**src/rtl/stream_packet_gen_pkg.sv**
```systemverilog
// Shared types and constants for the stream_packet_gen block: FSM states,
// CSR address map, CTRL bit positions and register reset values.
package stream_packet_gen_pkg;

    typedef enum logic [1:0] {
        ST_IDLE = 2'd0,
        ST_SEND = 2'd1,
        ST_GAP  = 2'd2
    } state_t;

    localparam logic [1:0] CSR_ADDR_CTRL = 2'd0;
    localparam logic [1:0] CSR_ADDR_LEN  = 2'd1;
    localparam logic [1:0] CSR_ADDR_CNT  = 2'd2;
    localparam logic [1:0] CSR_ADDR_SENT = 2'd3;

    localparam int CTRL_START_BIT = 0;
    localparam int CTRL_ABORT_BIT = 1;
    localparam int CTRL_BUSY_BIT  = 2;

    localparam logic [15:0] LEN_RESET = 16'd64;
    localparam logic [15:0] CNT_RESET = 16'd1;

    // CTRL readback: busy flag plus the stall counter in the upper half.
    function automatic logic [31:0] pack_ctrl(input logic busy, input logic [15:0] stall_cnt);
        logic [31:0] v;
        v                = '0;
        v[CTRL_BUSY_BIT] = busy;
        v[31:16]         = stall_cnt;
        return v;
    endfunction

endpackage

```
**src/rtl/stream_packet_gen_csr.sv**
```systemverilog
// CSR register file, command decode and readLatency-1 response pipeline.
// Optional STREAM_PACKET_GEN_STALL_CNT_EN adds a saturating stall counter in CTRL[31:16].
module stream_packet_gen_csr
    import stream_packet_gen_pkg::*;
(
    input  logic        clk,
    input  logic        reset_n,
    input  logic [1:0]  csr_address,
    input  logic        csr_read,
    input  logic        csr_write,
    input  logic [31:0] csr_writedata,
    output logic [31:0] csr_readdata,
    output logic        csr_readdatavalid,
    output logic        csr_waitrequest,
    input  logic        i_busy,
    input  logic        i_eop_accept,
`ifdef STREAM_PACKET_GEN_STALL_CNT_EN
    input  logic        i_stall,
`endif
    output logic        o_start,
    output logic        o_abort,
    output logic        o_last_packet,
    output logic [15:0] o_len
);

    logic [15:0] r_len;
    logic [15:0] r_cnt;
    logic [31:0] r_sent;
    logic        r_abort;
    logic [31:0] r_readdata;
    logic        r_readdatavalid;

    logic        w_busy_stall;
    logic        w_wr;
    logic        w_rd;
    logic        w_ctrl_wr;
    logic        w_abort_wr;
    logic [15:0] w_stall_cnt;
    logic [31:0] w_rdata;
    logic        w_unused_wdata;

    // Only LEN/CNT/SENT writes stall, and only while a run is in progress, so
    // the programmed length cannot change under the beat formatter.
    assign w_busy_stall    = i_busy && csr_write && (csr_address != CSR_ADDR_CTRL);
    assign csr_waitrequest = !reset_n || w_busy_stall;

    assign w_wr      = csr_write && !w_busy_stall;
    assign w_rd      = csr_read;
    assign w_ctrl_wr = w_wr && (csr_address == CSR_ADDR_CTRL);

    assign o_start    = w_ctrl_wr && csr_writedata[CTRL_START_BIT] && !i_busy
                        && (r_len != 16'd0) && (r_cnt != 16'd0);
    assign w_abort_wr = w_ctrl_wr && csr_writedata[CTRL_ABORT_BIT] && i_busy;
    assign o_abort    = r_abort || w_abort_wr;

    assign o_last_packet = (r_sent == {16'h0000, r_cnt});
    assign o_len         = r_len;

    assign w_unused_wdata = ^csr_writedata[31:16];

    // NOTE: state elements use non-blocking assignments so every flop samples
    // the pre-edge values regardless of process evaluation order.
    always_ff @(posedge clk or negedge reset_n) begin
        if (!reset_n) begin
            r_len <= LEN_RESET;
            r_cnt <= CNT_RESET;
        end else if (w_wr) begin
            if (csr_address == CSR_ADDR_LEN) r_len <= csr_writedata[15:0];
            if (csr_address == CSR_ADDR_CNT) r_cnt <= csr_writedata[15:0];
        end
    end

    // Start (idle only) and eop acceptance (busy only) are mutually exclusive.
    always_ff @(posedge clk or negedge reset_n) begin
        if (!reset_n) begin
            r_sent <= '0;
        end else if (o_start) begin
            r_sent <= '0;
        end else if (i_eop_accept) begin
            r_sent <= r_sent + 32'd1;
        end
    end

    // Pending abort lives only while busy; returning to IDLE consumes it.
    always_ff @(posedge clk or negedge reset_n) begin
        if (!reset_n) begin
            r_abort <= 1'b0;
        end else begin
            r_abort <= i_busy && o_abort;
        end
    end

`ifdef STREAM_PACKET_GEN_STALL_CNT_EN
    logic [15:0] r_stall_cnt;

    always_ff @(posedge clk or negedge reset_n) begin
        if (!reset_n) begin
            r_stall_cnt <= '0;
        end else if (o_start) begin
            r_stall_cnt <= '0;
        end else if (i_stall && (r_stall_cnt != 16'hFFFF)) begin
            r_stall_cnt <= r_stall_cnt + 16'd1;
        end
    end

    assign w_stall_cnt = r_stall_cnt;
`else
    assign w_stall_cnt = '0;
`endif

    // NOTE: every always_comb output gets a default first so no path can
    // leave it unassigned and infer a latch.
    always_comb begin
        w_rdata = '0;
        case (csr_address)
            CSR_ADDR_CTRL: w_rdata = pack_ctrl(i_busy, w_stall_cnt);
            CSR_ADDR_LEN:  w_rdata = {16'h0000, r_len};
            CSR_ADDR_CNT:  w_rdata = {16'h0000, r_cnt};
            CSR_ADDR_SENT: w_rdata = r_sent;
            default:       w_rdata = '0;
        endcase
    end

    always_ff @(posedge clk or negedge reset_n) begin
        if (!reset_n) begin
            r_readdatavalid <= 1'b0;
            r_readdata      <= '0;
        end else begin
            r_readdatavalid <= w_rd;
            if (w_rd) r_readdata <= w_rdata;
        end
    end

    assign csr_readdata      = r_readdata;
    assign csr_readdatavalid = r_readdatavalid;

endmodule

```
**src/rtl/stream_packet_gen.sv**
```systemverilog
// Avalon-ST packet generator: FSM (IDLE/SEND/GAP) and beat formatter, CSRs in a sub-module.
// Optional STREAM_PACKET_GEN_STALL_CNT_EN adds a valid-while-not-ready counter in CTRL[31:16].
module stream_packet_gen
    import stream_packet_gen_pkg::*;
#(
    parameter int DATA_BYTES = 8
) (
    input  logic                          clk,
    input  logic                          reset_n,
    output logic [DATA_BYTES*8-1:0]       stream_out_data,
    output logic [$clog2(DATA_BYTES)-1:0] stream_out_empty,
    output logic                          stream_out_valid,
    output logic                          stream_out_startofpacket,
    output logic                          stream_out_endofpacket,
    input  logic                          stream_out_ready,
    input  logic [1:0]                    csr_address,
    input  logic                          csr_read,
    input  logic                          csr_write,
    input  logic [31:0]                   csr_writedata,
    output logic [31:0]                   csr_readdata,
    output logic                          csr_readdatavalid,
    output logic                          csr_waitrequest
);

    localparam int          EMPTY_W   = $clog2(DATA_BYTES);
    localparam logic [16:0] BEAT_STEP = 17'(DATA_BYTES);

    state_t      r_state;
    state_t      w_state_next;
    logic [16:0] r_off;
    logic [16:0] w_off_next;

    logic        w_busy;
    logic        w_start;
    logic        w_abort;
    logic        w_last_packet;
    logic        w_accept;
    logic        w_sop;
    logic        w_eop;
    logic [15:0] w_len;
    logic [16:0] w_len_ext;
    logic [16:0] w_off_end;

    stream_packet_gen_csr u_csr (
        .clk               (clk),
        .reset_n           (reset_n),
        .csr_address       (csr_address),
        .csr_read          (csr_read),
        .csr_write         (csr_write),
        .csr_writedata     (csr_writedata),
        .csr_readdata      (csr_readdata),
        .csr_readdatavalid (csr_readdatavalid),
        .csr_waitrequest   (csr_waitrequest),
        .i_busy            (w_busy),
        .i_eop_accept      (w_accept && w_eop),
`ifdef STREAM_PACKET_GEN_STALL_CNT_EN
        .i_stall           (stream_out_valid && !stream_out_ready),
`endif
        .o_start           (w_start),
        .o_abort           (w_abort),
        .o_last_packet     (w_last_packet),
        .o_len             (w_len)
    );

    // r_off is the packet byte offset of the current beat; it only moves on an
    // accepted beat, which keeps every output stable while the sink stalls.
    assign w_busy    = (r_state != ST_IDLE);
    assign w_len_ext = {1'b0, w_len};
    assign w_off_end = r_off + BEAT_STEP;
    assign w_sop     = (r_off == 17'd0);
    assign w_eop     = (w_off_end >= w_len_ext);
    assign w_accept  = stream_out_valid && stream_out_ready;

    assign stream_out_valid         = (r_state == ST_SEND);
    assign stream_out_startofpacket = stream_out_valid && w_sop;
    assign stream_out_endofpacket   = stream_out_valid && w_eop;
    assign stream_out_empty         = stream_out_endofpacket ? EMPTY_W'(w_off_end - w_len_ext)
                                                             : '0;

    always_ff @(posedge clk or negedge reset_n) begin
        if (!reset_n) begin
            r_state <= ST_IDLE;
            r_off   <= '0;
        end else begin
            r_state <= w_state_next;
            r_off   <= w_off_next;
        end
    end

    always_comb begin
        w_state_next = r_state;
        w_off_next   = r_off;
        unique case (r_state)
            ST_IDLE: begin
                if (w_start) begin
                    w_state_next = ST_SEND;
                    w_off_next   = '0;
                end
            end
            ST_SEND: begin
                if (w_accept) begin
                    if (w_eop) begin
                        w_state_next = ST_GAP;
                        w_off_next   = '0;
                    end else begin
                        w_off_next = w_off_end;
                    end
                end
            end
            ST_GAP: begin
                w_state_next = (w_last_packet || w_abort) ? ST_IDLE : ST_SEND;
            end
            default: begin
                w_state_next = ST_IDLE;
                w_off_next   = '0;
            end
        endcase
    end

    // Byte j of the beat sits in the high-order lane first; bytes past LEN are 0.
    always_comb begin
        stream_out_data = '0;
        if (stream_out_valid) begin
            for (int j = 0; j < DATA_BYTES; j++) begin
                if ((r_off + 17'(j)) < w_len_ext) begin
                    stream_out_data[(DATA_BYTES-1-j)*8 +: 8] = r_off[7:0] + 8'(j);
                end
            end
        end
    end

endmodule

```
**config.mk**
```make
export PLATFORM = sky130hd
export DESIGN_NAME = stream_packet_gen
export DESIGN_NICKNAME = d
export VERILOG_FILES = /design/src/rtl/stream_packet_gen_pkg.sv /design/src/rtl/stream_packet_gen_csr.sv /design/src/rtl/stream_packet_gen.sv
export SDC_FILE = /design/constraint.sdc
export NUM_CORES = 1
export LEC_CHECK = 0
export CAP_MARGIN = 20
export CELL_PAD_IN_SITES_DETAIL_PLACEMENT = 1
export CELL_PAD_IN_SITES_GLOBAL_PLACEMENT = 1
export CORE_MARGIN = 2
export CORE_UTILIZATION = 30
export CTS_CLUSTER_DIAMETER = 80
export DETAILED_ROUTE_END_ITERATION = 7
export GPL_TIMING_DRIVEN = 0
export PLACE_DENSITY = 0.71
export SLEW_MARGIN = 5
export SYNTH_ARGS = -nofsm -noshare
export SYNTH_HDL_FRONTEND = slang
export SYNTH_SLANG_ARGS = --single-unit
```
**constraint.sdc**
```tcl
create_clock -name clk -period 6.8 [get_ports clk]
set_clock_uncertainty 0.1 [all_clocks]
set_input_delay 1.36 -clock clk [delete_from_list [all_inputs] [get_ports clk]]
set_output_delay 1.36 -clock clk [all_outputs]
set_load 0.03 [all_outputs]
```
==> results of run 1 <==
==> synth_stat cells, types with 3 or more instances <==
cell type	number
a2111oi_0	3
a21o_1	7
a21oi_1	59
a22oi_1	15
a31oi_1	5
a32o_1	12
and2_1	34
and3_1	19
and4_1	7
buf_2	6
buf_4	18
buf_6	3
clkbuf_1	51
dfrtp_1	112
ha_1	53
inv_1	48
mux2_2	48
nand2_1	56
nand3_1	27
nand4_1	16
nand4b_1	3
nor2_1	39
nor3_1	8
nor4_1	22
o211ai_1	4
o21a_1	5
o21ai_0	41
o21ai_1	3
o31ai_1	16
o41ai_1	3
or3_1	8
or4_1	13
xnor2_1	14
xor2_1	15
==> kinds of logic after synthesis <==
group	after synthesis	share of synthesized area (%)
AND/OR/NAND/NOR	263	18.8
buffers and inverters	128	7.59
AO/OA/AOI/OAI	193	16.4
other	1	0.0492
XOR/XNOR	29	3.33
flip-flops	114	37.5
multiplexers	51	7.65
adder cells (fa/ha/maj)	53	8.70
==> power by group <==
group	switching, W	internal [W]
logic	0.000814	0.000577
clock network	0.000326	0.000588
registers	0.000188	0.000806
total	0.00133	0.00197
==> metrics by stage <==
stage	cells	hold WS (ns)
5_1_grt	1317	0.431
6_report	1317	0.401
2_1_floorplan	843	0.349
3_5_place_dp	1288	0.387
4_1_cts	1317	0.399
3_3_place_gp	1287	0.375
==> registers in the layout (all words and copies together) (netlist names) <==
register                 cells
u_csr.r_abort                1
r_state                      2
r_off                       14
u_csr.r_cnt                 16
u_csr.csr_readdata          32
u_csr.r_sent                32
u_csr.o_len                 16
u_csr.csr_readdatavalid      1
==> cells in the final DEF (no fill, tap or decap), types with 7 or more instances in the layout <==
master	n
a21o_1	7
a21oi_1	59
a22oi_1	15
a32o_1	12
and2_1	34
and3_1	19
and4_1	7
buf_4	18
clkbuf_1	52
clkbuf_16	17
clkdlybuf4s50_1	113
conb_1	12
dfrtp_1	112
ha_1	53
inv_1	48
mux2_2	48
nand2_1	56
nand3_1	27
nand4_1	16
nor2_1	39
nor3_1	8
nor4_1	22
o21ai_0	41
o31ai_1	16
or3_1	8
or4_1	13
xnor2_1	14
xor2_1	15
==> worst register-to-register path, delay by kind of cell (launching register included) <==
| family | cells | cell delay [ns] |
|---|---|---|
| and+or+nand+nor | 5 | 1.18 |
| AOI/OAI and AO/OA | 5 | 0.92 |
| DFF | 1 | 0.51 |
| buffers and inverters | 2 | 0.46 |
| adders and majority gates | 2 | 0.44 |
| xor gates and xnor gates | 1 | 0.17 |
==> per-layer routing <==
metal / wire [um] / global-route usage (%)
met4: 458 / 5.71
met5: 0 / 0
met2: 12000 / 32.4
met3: 1370 / 4.06
met1: 11800 / 25.8
==> area by class of cell <==
class	count	area (um^2)
well taps	330	413
plain buffers	80	398
fillers	2896	15200
multi-input cells	601	4230
clock inverters	9	134
clock buffers	20	457
flip-flops and latches	114	2860
inverters	48	180
repair buffers	115	1170
==> worst max path at each step <==
stage                               end  slack (ns)  depth (start not counted)
floorplan               csr_waitrequest        2.51                          4
global placement        csr_waitrequest       -1.97                          3
detailed placement      csr_waitrequest        1.29                          6
CTS                 stream_out_empty[2]        0.87                         14
global route        stream_out_empty[0]        0.66                         13
finish              stream_out_empty[2]        0.93                         14
==> impl_metrics.csv, run 1 <==
group,metric,value,unit
worst_setup_path,crit_start,"r_off[3]",
routing,via_per_inst,5.29,
clock_network,cts_root_buf,"clkbuf_16",
die,die_area,26700,um^2
worst_setup_path,slowest_stage,"clkdlybuf4s50_1",
place,portBuffers,114,
die,fp-row-count,58,
worst_setup_path,critPathTopFamily,"simple AND/OR/NAND/NOR gates",
pwr,leakagePower,4.22,nW
finish,design_area,9830,um^2
place,post-place-ws,1.29,ns
routing,antenna_left,0,
routing,drt-total-wl,25.7,mm
clock_network,cts_made_buffers,17,
die,io_pins,143,
clock_network,clock_latency,0.43,ns
yosys,synth_edf_count,0,
pwr,power,0.00330,W
finish,layout.nets,1069,
grt,antenna_found_initial,0,
clock_network,htree_levels,4,
place,placed_cell_area,9240,um^2
yosys,ys.flop_type,"dfrtp_1",
timing,slew_headroom,35.5,%
worst_setup_path,r2r_start,"r_off[3]",
clock_network,post_cts_resized,0,
yosys,async_flop_share,100,%
yosys,synth_top_area_share,36.8,%
grt,grt_pass1_vias,7046,
routing,drt_iter0_drc,417,
clock_network,cts_setup_buffers,0,
worst_setup_path,worst-path-buf-inv,1,
place,routabilityCongestion,0.822,
worst_hold_path,hold_path_end,"u_csr.r_abort",
die,core,25000,um^2
yosys,synth_area_leaders,"dfrtp_1 (37%), ha_1 (8.7%), mux2_2 (7.1%), a21oi_1 (3.9%), and2_1 (2.8%)",
timing,rsz0062_at_grt,"false",
yosys,netlist_instances,832,
timing,setup_viol,0,
die,die_h,163,um
routing,first_pass_iters,5,
pwr,peakVddDrop,0.172,mV
grt,grt_pass1_wl,40.1,mm
place,hpwl,19.2,mm
clock_network,clockBufferDepth,2,
die,die_w,163,um
yosys,postSynthAreaPerCell,9.16,um^2
yosys,netlist_area,7620,um^2
worst_setup_path,crit_path_cell_trace,"ha_1 > nand3_1 > nor2_1 > nand3_1 > xnor2_1 > ha_1 > a21o_1 > a21oi_1 > o41ai_1 > or3_1 > or2_2 > nand2_1 > nor2_1 > clkdlybuf4s50_1",
worst_setup_path,crit_type,"reg2out",
worst_setup_path,cp-end-kind,"output port",
yosys,yosysTopAreaCell,"dfrtp_1",
timing,period_needed,5.87,ns
timing,finalCritPeriodShare,86.3,%
worst_setup_path,r2r_slack,2.93,ns
clock_network,cts_sinks,114,
timing,tns,0,ns
yosys,ys_seq_elements,114,
worst_setup_path,max_stage_delay,0.60,ns
yosys,synth_cell_types,65,
finish,antenna_cells,0,
grt,gr-usage-all-layers,19.6,%
run,cap_violations,0,
worst_setup_path,worstReg2RegEnd,"u_csr.r_sent[28]",
finish,drive_gt1_share,11.6,%
routing,vias,6961,
run_status,status,"completed",
worst_hold_path,min_path_type,"reg2reg",
timing,fmax,0.170,GHz
grt,gr-total-overflow,0,
worst_hold_path,min-delay-start,"u_csr.r_abort",
timing,worst_pin_slew,0.963,ns
clock_network,cts_tree,"yes",
worst_setup_path,cp_max_fo,7,
pwr,pwr_density_cell,336,nW/um^2
routing,wl_per_cell,19.5,um
grt,grt_max_degree,74,
worst_setup_path,reg2reg_depth,15,
finish,area_growth,29.1,%
timing,final-hold-violation-count,0,
clock_network,cts_hold_buf,0,
worst_setup_path,worstPathArrival,4.41,ns
timing,worst_slack,0.935,ns
worst_setup_path,start_kind,"flop",
worst_hold_path,hold_depth,2,
worst_setup_path,worst_ep_required_time,5.34,ns
die,initial_utilization,30.4,%
timing,maxSlewViolCount,0,
clock_network,clk_pin_slew,0.05,ns
routing,drc_errors,0,
finish,final_util,39.3,%
yosys,ys_seq_area_share,37.5,%
yosys,yosysWarnings,0,
Note: power is estimated with default switching activity, not from simulation.
==> inputs of run 2 (changes only) <==
--- a/config.mk
+++ b/config.mk
@@ -9,11 +9,10 @@
 export CELL_PAD_IN_SITES_DETAIL_PLACEMENT = 1
 export CELL_PAD_IN_SITES_GLOBAL_PLACEMENT = 1
 export CORE_MARGIN = 2
-export CORE_UTILIZATION = 30
-export CTS_CLUSTER_DIAMETER = 80
+export CORE_UTILIZATION = 43
 export DETAILED_ROUTE_END_ITERATION = 7
 export GPL_TIMING_DRIVEN = 0
-export PLACE_DENSITY = 0.71
+export PLACE_DENSITY = 0.94
 export SLEW_MARGIN = 5
 export SYNTH_ARGS = -nofsm -noshare
 export SYNTH_HDL_FRONTEND = slang
==> impl_metrics.csv, run 2 (synthesized netlist as in run 1, its figures left out) <==
group,metric,value,unit
routing,drc_errors,0,
grt,gr-total-overflow,0,
clock_network,cts_tree,"yes",
routing,vias,7497,
worst_setup_path,worstPathArrival,4.63,ns
timing,holdWs,0.413,ns
clock_network,clock_latency,0.44,ns
finish,fin_cells,1215,
routing,drt-total-wl,27.7,mm
clock_network,clockBufferDepth,2,
grt,gr-usage-all-layers,30.6,%
clock_network,cts_root_buf,"clkbuf_16",
worst_setup_path,crit_top_cell,"nor2_1",
worst_setup_path,cp-end-kind,"output port",
routing,drt_iter0_drc,564,
routing,antenna_left,0,
worst_setup_path,worst_ep_required_time,5.34,ns
clock_network,htree_levels,4,
finish,drive_gt1_share,11.7,%
pwr,pwr_density_cell,351,nW/um^2
clock_network,cts_sinks,114,
die,die_h,137,um
routing,via_per_inst,6.17,
timing,setup_viol,0,
grt,antenna_found_initial,0,
place,routabilityCongestion,0.873,
timing,worst_slack,0.706,ns
finish,layout_commonest_cell,"clkdlybuf4s50_1",
run_status,status,"completed",
die,io_pins,143,
finish,n_fill_cell,1989,
die,initial_utilization,44.0,%
worst_setup_path,max_stage_delay,0.60,ns
run,cap_violations,0,
clock_network,clk_pin_slew,0.05,ns
finish,final_cell_mix,"clkdlybuf4s50_1 (113), dfrtp_1 (112), a21oi_1 (59), nand2_1 (56)",
place,hpwl,19.0,mm
finish,area_growth,28.0,%
timing,fmax,0.164,GHz
timing,final-hold-violation-count,0,
routing,first_pass_iters,5,
timing,finalCritPeriodShare,89.6,%
die,fp-row-count,48,
clock_network,cts_setup_buffers,0,
timing,rsz0062_at_grt,"false",
worst_setup_path,start_kind,"flop",
clock_network,cts_hold_buf,0,
pwr,peakVddDrop,0.248,mV
worst_setup_path,critPathTopFamily,"simple AND/OR/NAND/NOR gates",
die,core,17300,um^2
timing,slew_headroom,39.9,%
timing,period_needed,6.09,ns
grt,grt_max_degree,66,
finish,seq_area,2860,um^2
worst_setup_path,crit_type,"reg2out",
place,portBuffers,114,
worst_hold_path,min_path_type,"reg2reg",
clock_network,post_cts_resized,0,
grt,grt_pass1_vias,7896,
place,dp_cells,1183,
worst_setup_path,slowest_stage,"clkdlybuf4s50_1",
place,post-place-ws,1.31,ns
worst_setup_path,cp_max_fo,8,
grt,grt_pass1_wl,43.2,mm
timing,maxSlewViolCount,0,
finish,multi_input_area,4230,um^2
timing,worst_pin_slew,0.898,ns
die,die_w,137,um
routing,wl_per_cell,22.8,um
clock_network,cts_made_buffers,17,
worst_setup_path,crit_path_cell_trace,"buf_2 > and4_1 > nand3_2 > nor2_1 > xor2_1 > ha_1 > a21o_1 > a21oi_1 > o41ai_1 > or3_1 > or2_2 > nand2_1 > nor2_1 > clkdlybuf4s50_1",
die,die_area,18800,um^2
worst_setup_path,worst-path-buf-inv,2,
finish,layout.nets,1069,
pwr,power,0.00342,W
pwr,leakagePower,4.26,nW
finish,antenna_cells,0,
==> run 2: layout make-up <==
type                       count  area share, %
buffer                        80           4.08
clock buffer                  23           5.00
clock inverter                 9           1.55
inverter                      48           1.85
multi-input combinational    601           43.3
sequential                   114           29.3
tap                          225           2.89
timing repair buffer         115           12.0
==> run 2: worst paths after layout <==
| kind | startpoint | end | slack (ns) | cells after the start |
|---|---|---|---|---|
| worst max-delay path | r_off[10] | stream_out_empty[2] | 0.71 | 14 |
| worst min-delay path | u_csr.r_abort | u_csr.r_abort | 0.41 | 2 |
| worst max register to register | r_off[10] | r_off[3] | 2.65 | 14 |
| worst min register to register | u_csr.r_abort | u_csr.r_abort | 0.41 | 2 |
| max in group asynchronous | reset_n | u_csr.r_cnt[0] | 5.11 | 2 |
| min in group asynchronous | reset_n | u_csr.r_sent[16] | 0.76 | 1 |
==> run 2: layer usage <==
metal | part of all wire [%] | wire (um) | GRT usage (%)
met2 | 47 | 13000 | 49.4
met1 | 41 | 11300 | 37.8
met5 | 0 | 0 | 0
met3 | 7.8 | 2180 | 7.52
met4 | 4.5 | 1250 | 15.8
==> run 2: worst reg2reg max path, stage by stage, from the launching register on <==
cell     delay [ns]
dfrtp_1        0.37
buf_2          0.24
and4_1         0.30
nand3_2        0.14
nor2_1         0.22
xor2_1         0.34
ha_1           0.32
a21o_1         0.16
a21oi_1        0.20
o41ai_1        0.11
or3_1          0.50
nor2_1         0.30
buf_2          0.30
nand2_1        0.09
o21ai_0        0.33
==> run 2: power by group <==
part           switching [W]  internal (W)
combinational       0.000849      0.000582
sequential          0.000203      0.000806
clock               0.000333      0.000650
==> run 2: through the flow <==
stage	area [um^2]	util, %	setup TNS, ns
after floorplan	7660	-	0
after global placement	9080	52.5	-17.51
after detailed placement	9110	52.7	0
after CTS	9750	56.4	0
after global routing	9750	56.4	0
final	9750	56.4	0
==> inputs of run 3 (changes only) <==
--- a/config.mk
+++ b/config.mk
@@ -12,6 +12,7 @@
 export CORE_UTILIZATION = 43
 export DETAILED_ROUTE_END_ITERATION = 7
 export GPL_TIMING_DRIVEN = 0
+export HOLD_SLACK_MARGIN = 0.15
 export PLACE_DENSITY = 0.94
 export SLEW_MARGIN = 5
 export SYNTH_ARGS = -nofsm -noshare
==> results of run 3 <==
No change in the layout: final DEF, timing and power equal those of run 2.
